File: config.mk
export PLATFORM = sky130hd
export DESIGN_NAME = pipe_ctrl_flat
export DESIGN_NICKNAME = d
export VERILOG_FILES = /design/src/rtl/pipe_ctrl_if.sv /design/src/rtl/pipe_ctrl.sv /design/src/flat_wrapper.sv
export SDC_FILE = /design/constraint.sdc
export NUM_CORES = 1
export LEC_CHECK = 0
export ABC_AREA = 1
export BUFFER_PORTS_ARGS = -buffer_cell sky130_fd_sc_hd__buf_2
export CORE_MARGIN = 5
export CORE_UTILIZATION = 30
export DETAILED_ROUTE_END_ITERATION = 12
export HOLD_SLACK_MARGIN = 0.03
export PLACE_DENSITY_LB_ADDON = 0.3
export SYNTH_ARGS = -nofsm -noshare
export SYNTH_HDL_FRONTEND = slang
export SYNTH_SLANG_ARGS = --single-unit
File: constraint.sdc
create_clock -name clk -period 4.9 [get_ports clk]
set_clock_uncertainty 0.05 [all_clocks]
set_input_delay 0.735 -clock clk [delete_from_list [all_inputs] [get_ports clk]]
set_output_delay 0.735 -clock clk [all_outputs]
set_load 0.02 [all_outputs]
File: src/rtl/pipe_ctrl_if.sv
// Handshake bundle between the pipeline datapath (master) and pipe_ctrl (slave).
// Carries the stage stall requests, exception info, and the stall/flush controls.
interface pipe_ctrl_if;
    logic        stallreq_if;
    logic        stallreq_id;
    logic        stallreq_ex;
    logic        stallreq_mem;
    logic [31:0] excepttype_i;
    logic [31:0] cp0_epc_i;
    logic [5:0]  stall;
    logic        flush;
    logic [31:0] new_pc;
    logic        bus_err;
    logic [31:0] stall_cycles;

    modport master (
        output stallreq_if,
        output stallreq_id,
        output stallreq_ex,
        output stallreq_mem,
        output excepttype_i,
        output cp0_epc_i,
        input  stall,
        input  flush,
        input  new_pc,
        input  bus_err,
        input  stall_cycles
    );

    modport slave (
        input  stallreq_if,
        input  stallreq_id,
        input  stallreq_ex,
        input  stallreq_mem,
        input  excepttype_i,
        input  cp0_epc_i,
        output stall,
        output flush,
        output new_pc,
        output bus_err,
        output stall_cycles
    );
endinterface

File: src/rtl/pipe_ctrl.sv
// Pipeline sequencing controller: stall arbitration, exception flush with a one-cycle
// quiesce, memory-bus wait timeout and a stalled-cycle counter.
module pipe_ctrl #(
    parameter int unsigned BUS_TIMEOUT = 255,
    parameter logic [31:0] EXC_VECTOR  = 32'h0000_0020
) (
    input logic        clk,
    input logic        rst,
    pipe_ctrl_if.slave bus
);
    localparam int unsigned     CntW    = (BUS_TIMEOUT > 1) ? $clog2(BUS_TIMEOUT) : 1;
    localparam logic [CntW-1:0] CntMax  = CntW'(BUS_TIMEOUT - 1);
    localparam logic [31:0]     ExcEret = 32'h0000_000e;

    typedef enum logic [0:0] {StRun, StQuiesce} state_e;

    state_e          state_q, state_d;
    logic [CntW-1:0] cnt_q, cnt_d;
    logic            bus_err_q, bus_err_d;
    logic [31:0]     stall_cycles_q, stall_cycles_d;

    logic [5:0]  stall;
    logic        flush;
    logic [31:0] new_pc;

    // Outputs are forced to zero while reset is held, independent of the requests.
    always_comb begin
        stall   = 6'b000000;
        flush   = 1'b0;
        new_pc  = 32'h0;
        state_d = StRun;
        if (!rst && state_q == StRun) begin
            if (bus.excepttype_i != 32'h0) begin
                flush   = 1'b1;
                new_pc  = (bus.excepttype_i == ExcEret) ? bus.cp0_epc_i : EXC_VECTOR;
                state_d = StQuiesce;
            end else if (bus.stallreq_mem) begin
                stall = 6'b011111;
            end else if (bus.stallreq_ex) begin
                stall = 6'b001111;
            end else if (bus.stallreq_id) begin
                stall = 6'b000111;
            end else if (bus.stallreq_if) begin
                stall = 6'b000011;
            end
        end
    end

    // stall[4] is only set when the memory request wins in RUN with no exception.
    always_comb begin
        cnt_d     = '0;
        bus_err_d = 1'b0;
        if (stall[4]) begin
            if (cnt_q == CntMax) begin
                bus_err_d = 1'b1;
            end else begin
                cnt_d = cnt_q + CntW'(1);
            end
        end
        stall_cycles_d = stall_cycles_q + 32'(stall[0]);
    end

    always_ff @(posedge clk or posedge rst) begin
        if (rst) begin
            state_q        <= StRun;
            cnt_q          <= '0;
            bus_err_q      <= 1'b0;
            stall_cycles_q <= 32'h0;
        end else begin
            state_q        <= state_d;
            cnt_q          <= cnt_d;
            bus_err_q      <= bus_err_d;
            stall_cycles_q <= stall_cycles_d;
        end
    end

    assign bus.stall        = stall;
    assign bus.flush        = flush;
    assign bus.new_pc       = new_pc;
    assign bus.bus_err      = bus_err_q;
    assign bus.stall_cycles = stall_cycles_q;
endmodule

File: src/flat_wrapper.sv
// flat-port wrapper written by rule: the top's interface ports become plain ports
module pipe_ctrl_flat 
#(
    parameter int unsigned BUS_TIMEOUT = 255,
    parameter logic [31:0] EXC_VECTOR  = 32'h0000_0020
)
  (clk, rst, bus_stallreq_if, bus_stallreq_id, bus_stallreq_ex, bus_stallreq_mem, bus_excepttype_i, bus_cp0_epc_i, bus_stall, bus_flush, bus_new_pc, bus_bus_err, bus_stall_cycles);
  pipe_ctrl_if bus_i ();
  input logic clk;
  input logic rst;
  input wire logic [$bits(bus_i.stallreq_if)-1:0] bus_stallreq_if;
  input wire logic [$bits(bus_i.stallreq_id)-1:0] bus_stallreq_id;
  input wire logic [$bits(bus_i.stallreq_ex)-1:0] bus_stallreq_ex;
  input wire logic [$bits(bus_i.stallreq_mem)-1:0] bus_stallreq_mem;
  input wire logic [$bits(bus_i.excepttype_i)-1:0] bus_excepttype_i;
  input wire logic [$bits(bus_i.cp0_epc_i)-1:0] bus_cp0_epc_i;
  output wire logic [$bits(bus_i.stall)-1:0] bus_stall;
  output wire logic [$bits(bus_i.flush)-1:0] bus_flush;
  output wire logic [$bits(bus_i.new_pc)-1:0] bus_new_pc;
  output wire logic [$bits(bus_i.bus_err)-1:0] bus_bus_err;
  output wire logic [$bits(bus_i.stall_cycles)-1:0] bus_stall_cycles;
  assign bus_i.stallreq_if = bus_stallreq_if;
  assign bus_i.stallreq_id = bus_stallreq_id;
  assign bus_i.stallreq_ex = bus_stallreq_ex;
  assign bus_i.stallreq_mem = bus_stallreq_mem;
  assign bus_i.excepttype_i = bus_excepttype_i;
  assign bus_i.cp0_epc_i = bus_cp0_epc_i;
  assign bus_stall = bus_i.stall;
  assign bus_flush = bus_i.flush;
  assign bus_new_pc = bus_i.new_pc;
  assign bus_bus_err = bus_i.bus_err;
  assign bus_stall_cycles = bus_i.stall_cycles;
  pipe_ctrl #(.BUS_TIMEOUT(BUS_TIMEOUT), .EXC_VECTOR(EXC_VECTOR)) u_core (.clk(clk), .rst(rst), .bus(bus_i));
endmodule
==> results.ini <==
[floorplan]
num_rows = 34
core_area_mm2 = 0.00881
die_h_um = 106
start_util_pct = 31.1
die_w_um = 106
io_pins = 142
die_area_mm2 = 0.0111

[sta]
tightest_slew_ns = 1.14
relSlewSlack_pct = 24.0
drv_slew = 0
fin_crit_sh_pct = 66.4
fin_crit_ns = 3.25
tns_ns = 0
hold_viol = 0
rsz0062_at_grt = no
setup_viol = 0
max_freq_mhz = 307

[synthesis]
synthFlopType = dfrtp_1
yosysSeqAreaShare_pct = 38.4
ys_types = 30
synth.cell_area_mm2 = 0.00274
synthTopCellsByArea = dfrtp_1 38%, nor2_1 12%, nand2_1 10%
synth_top_area_share_pct = 38.4
ys_warn_count = 0
ys_seq_elements = 42
async_flop_share_pct = 100
yosysTopAreaCell = dfrtp_1
syn_inst = 374
synth.avg_cell_area_um2 = 7.32
syn_nets = 449
synth_edf_count = 0

[setup_path]
r2r_setup_slack_ns = 2.53
endpoint_kind = output port
crit_path_max_fanout = 32
crit_arrival_ns = 2.47
start_kind = input port
crit_type = input port to output port
timing.rr.start = u_core.state_q$_DFF_PP0_
crit_start = bus_excepttype_i[7]
required_ns = 4.12
r2r-end = u_core.bus.stall_cycles[30]$_DFF_PP0_
crit_end = bus_new_pc[12]
r2r_cells = 12

[global_routing]
grt_pass1_wl_mm = 13.0
grt_pass1_vias = 2947
grt_max_degree = 43
gr-total-overflow = 0
track_usage_pct = 14.1
antenna_found_initial = 0

[route]
wl_per_cell_um = 12.5
ant_nets = 0
drt-total-wl_mm = 7.73
drc_errors = 0
first_pass_iters = 4
vias = 2884
avgViaCountPerCell = 4.65
drt-initial-drc-count = 67

[cells_and_area]
diodes = 0
final_common_cell = buf_2
ff_latch_area_mm2 = 0.00105
final_nets = 586
mostFrequentLayoutCells = 140 x buf_2, 86 x nor2_1, 76 x nand2_1, 47 x nand3_1, 42 x dfrtp_1
multiInputGateArea_mm2 = 0.00147
fill_cells = 936
areaGrowthSynthToFinish_pct = 30.7
layout-drive-gt1-share_pct = 35.0

[cts]
cts-buffers-inserted = 5
cts_max_path_buffers = 2
clock-root-buffer = clkbuf_8
clk_latency_ns = 0.29
clock-sinks = 42
cts_tree = yes
cts_htree_levels = 2
clk_pin_slew_worst_paths_ns = 0.08
cts_resized = 0
postCtsSetupBuffers = 0
holdBufCountCts = 0

[power_and_ir_drop]
vdd_drop_max_mv = 0.0868
finalPower_mw = 0.631
p_leak_nw = 1.91
power_density_mw_per_mm2 = 176

[worst_hold_path]
hp-class = flop to flop
hp-start = u_core.bus.stall_cycles[31]$_DFF_PP0_

[run]
maxCapViolations = 0

[place]
dpl.hpwl_mm = 6.44
place_congestion = 0.892
io_buffers = 140

[run_status]
outcome = completed

[critical path: stages]
cell     delay [ns]
buf_2          0.09
nor2_1         0.09
nand2_1        0.09
nor2_2         0.88
nand3_1        0.26
nor2_1         0.14
buf_2          0.17
[where the power goes]
part           internal [mW]  switching, mW  leakage, nW
clock network          0.114          0.116       0.0482
logic                 0.0243         0.0294         1.30
registers              0.347       0.000139        0.559
[synth_stat cells (2+ instances only)]
cell type,number
buf_4,2
nand3_2,3
nand2_1,76
o21ai_0,2
and2_1,2
nand3b_1,4
nor2_2,16
dfrtp_1,42
inv_2,2
ha_1,5
nand3_1,47
buf_2,3
nor2_1,87
inv_1,30
nand2_2,3
xor2_1,13
buf_6,6
nor2_4,2
xnor2_1,12
nor3_1,5
nand4_1,3
[layout make-up]
| class | instances | share of cell area (%) |
|---|---|---|
| Multi-Input combinational cell | 289 | 41.2 |
| Sequential cell | 42 | 29.4 |
| Timing Repair Buffer | 141 | 19.8 |
| Clock inverter | 1 | 0.140 |
| Inverter | 32 | 3.36 |
| Tap cell | 108 | 3.78 |
| Clock buffer | 7 | 2.41 |
[stage by stage]
| step | util [%] | setup slack (ns) | hold slack (ns) | instance area, um2 | std cells |
|---|---|---|---|---|---|
| global route | 40.6 | 1.41 | 0.493 | 3580 | 620 |
| floorplan | - | 1.78 | 0.477 | 2740 | 374 |
| detailed placement | 39.6 | 1.63 | 0.437 | 3490 | 612 |
| CTS | 40.6 | 1.66 | 0.458 | 3580 | 620 |
| finish | 40.6 | 1.65 | 0.453 | 3580 | 620 |
| global placement | 39.6 | 1.68 | 0.419 | 3490 | 612 |
[cell families after synthesis]
| kind of cell | synth area share, % |
|---|---|
| xor gates and xnor gates | 7.99 |
| adders and majority gates | 2.28 |
| and+or+nand+nor | 41.4 |
| AOI/OAI and AO/OA | 1.87 |
| other | 0.137 |
| buffers and inverters | 7.95 |
| DFF | 38.4 |
[flip-flops by register name (all words and copies together), names as in the netlist]
register and count:
u_core.bus.bus_err 1, u_core.cnt_q 8, u_core.state_q 1, u_core.bus.stall_cycles 32
[worst min-delay path by stage]
| stage | to | slack (ns) | cells past startpoint |
|---|---|---|---|
| final | u_core.bus.stall_cycles[31]$_DFF_PP0_ | 0.45 | 2 |
| after global routing | u_core.bus.stall_cycles[31]$_DFF_PP0_ | 0.49 | 2 |
| after CTS | u_core.bus.stall_cycles[31]$_DFF_PP0_ | 0.46 | 2 |
| after detailed placement | u_core.bus.stall_cycles[31]$_DFF_PP0_ | 0.44 | 2 |
| after global placement | u_core.bus.stall_cycles[31]$_DFF_PP0_ | 0.42 | 2 |
| after floorplan | u_core.cnt_q[0]$_DFF_PP0_ | 0.48 | 3 |
[layer usage]
layer  global-route usage, %  wire [um]  part of all wire (%)
met5                       0          0                     0
met4                    6.11        221                   2.9
met3                    3.42        625                   8.1
met2                    24.2       3750                    49
met1                    16.8       3130                    40
No activity file was read; power rests on OpenSTA's default activity.
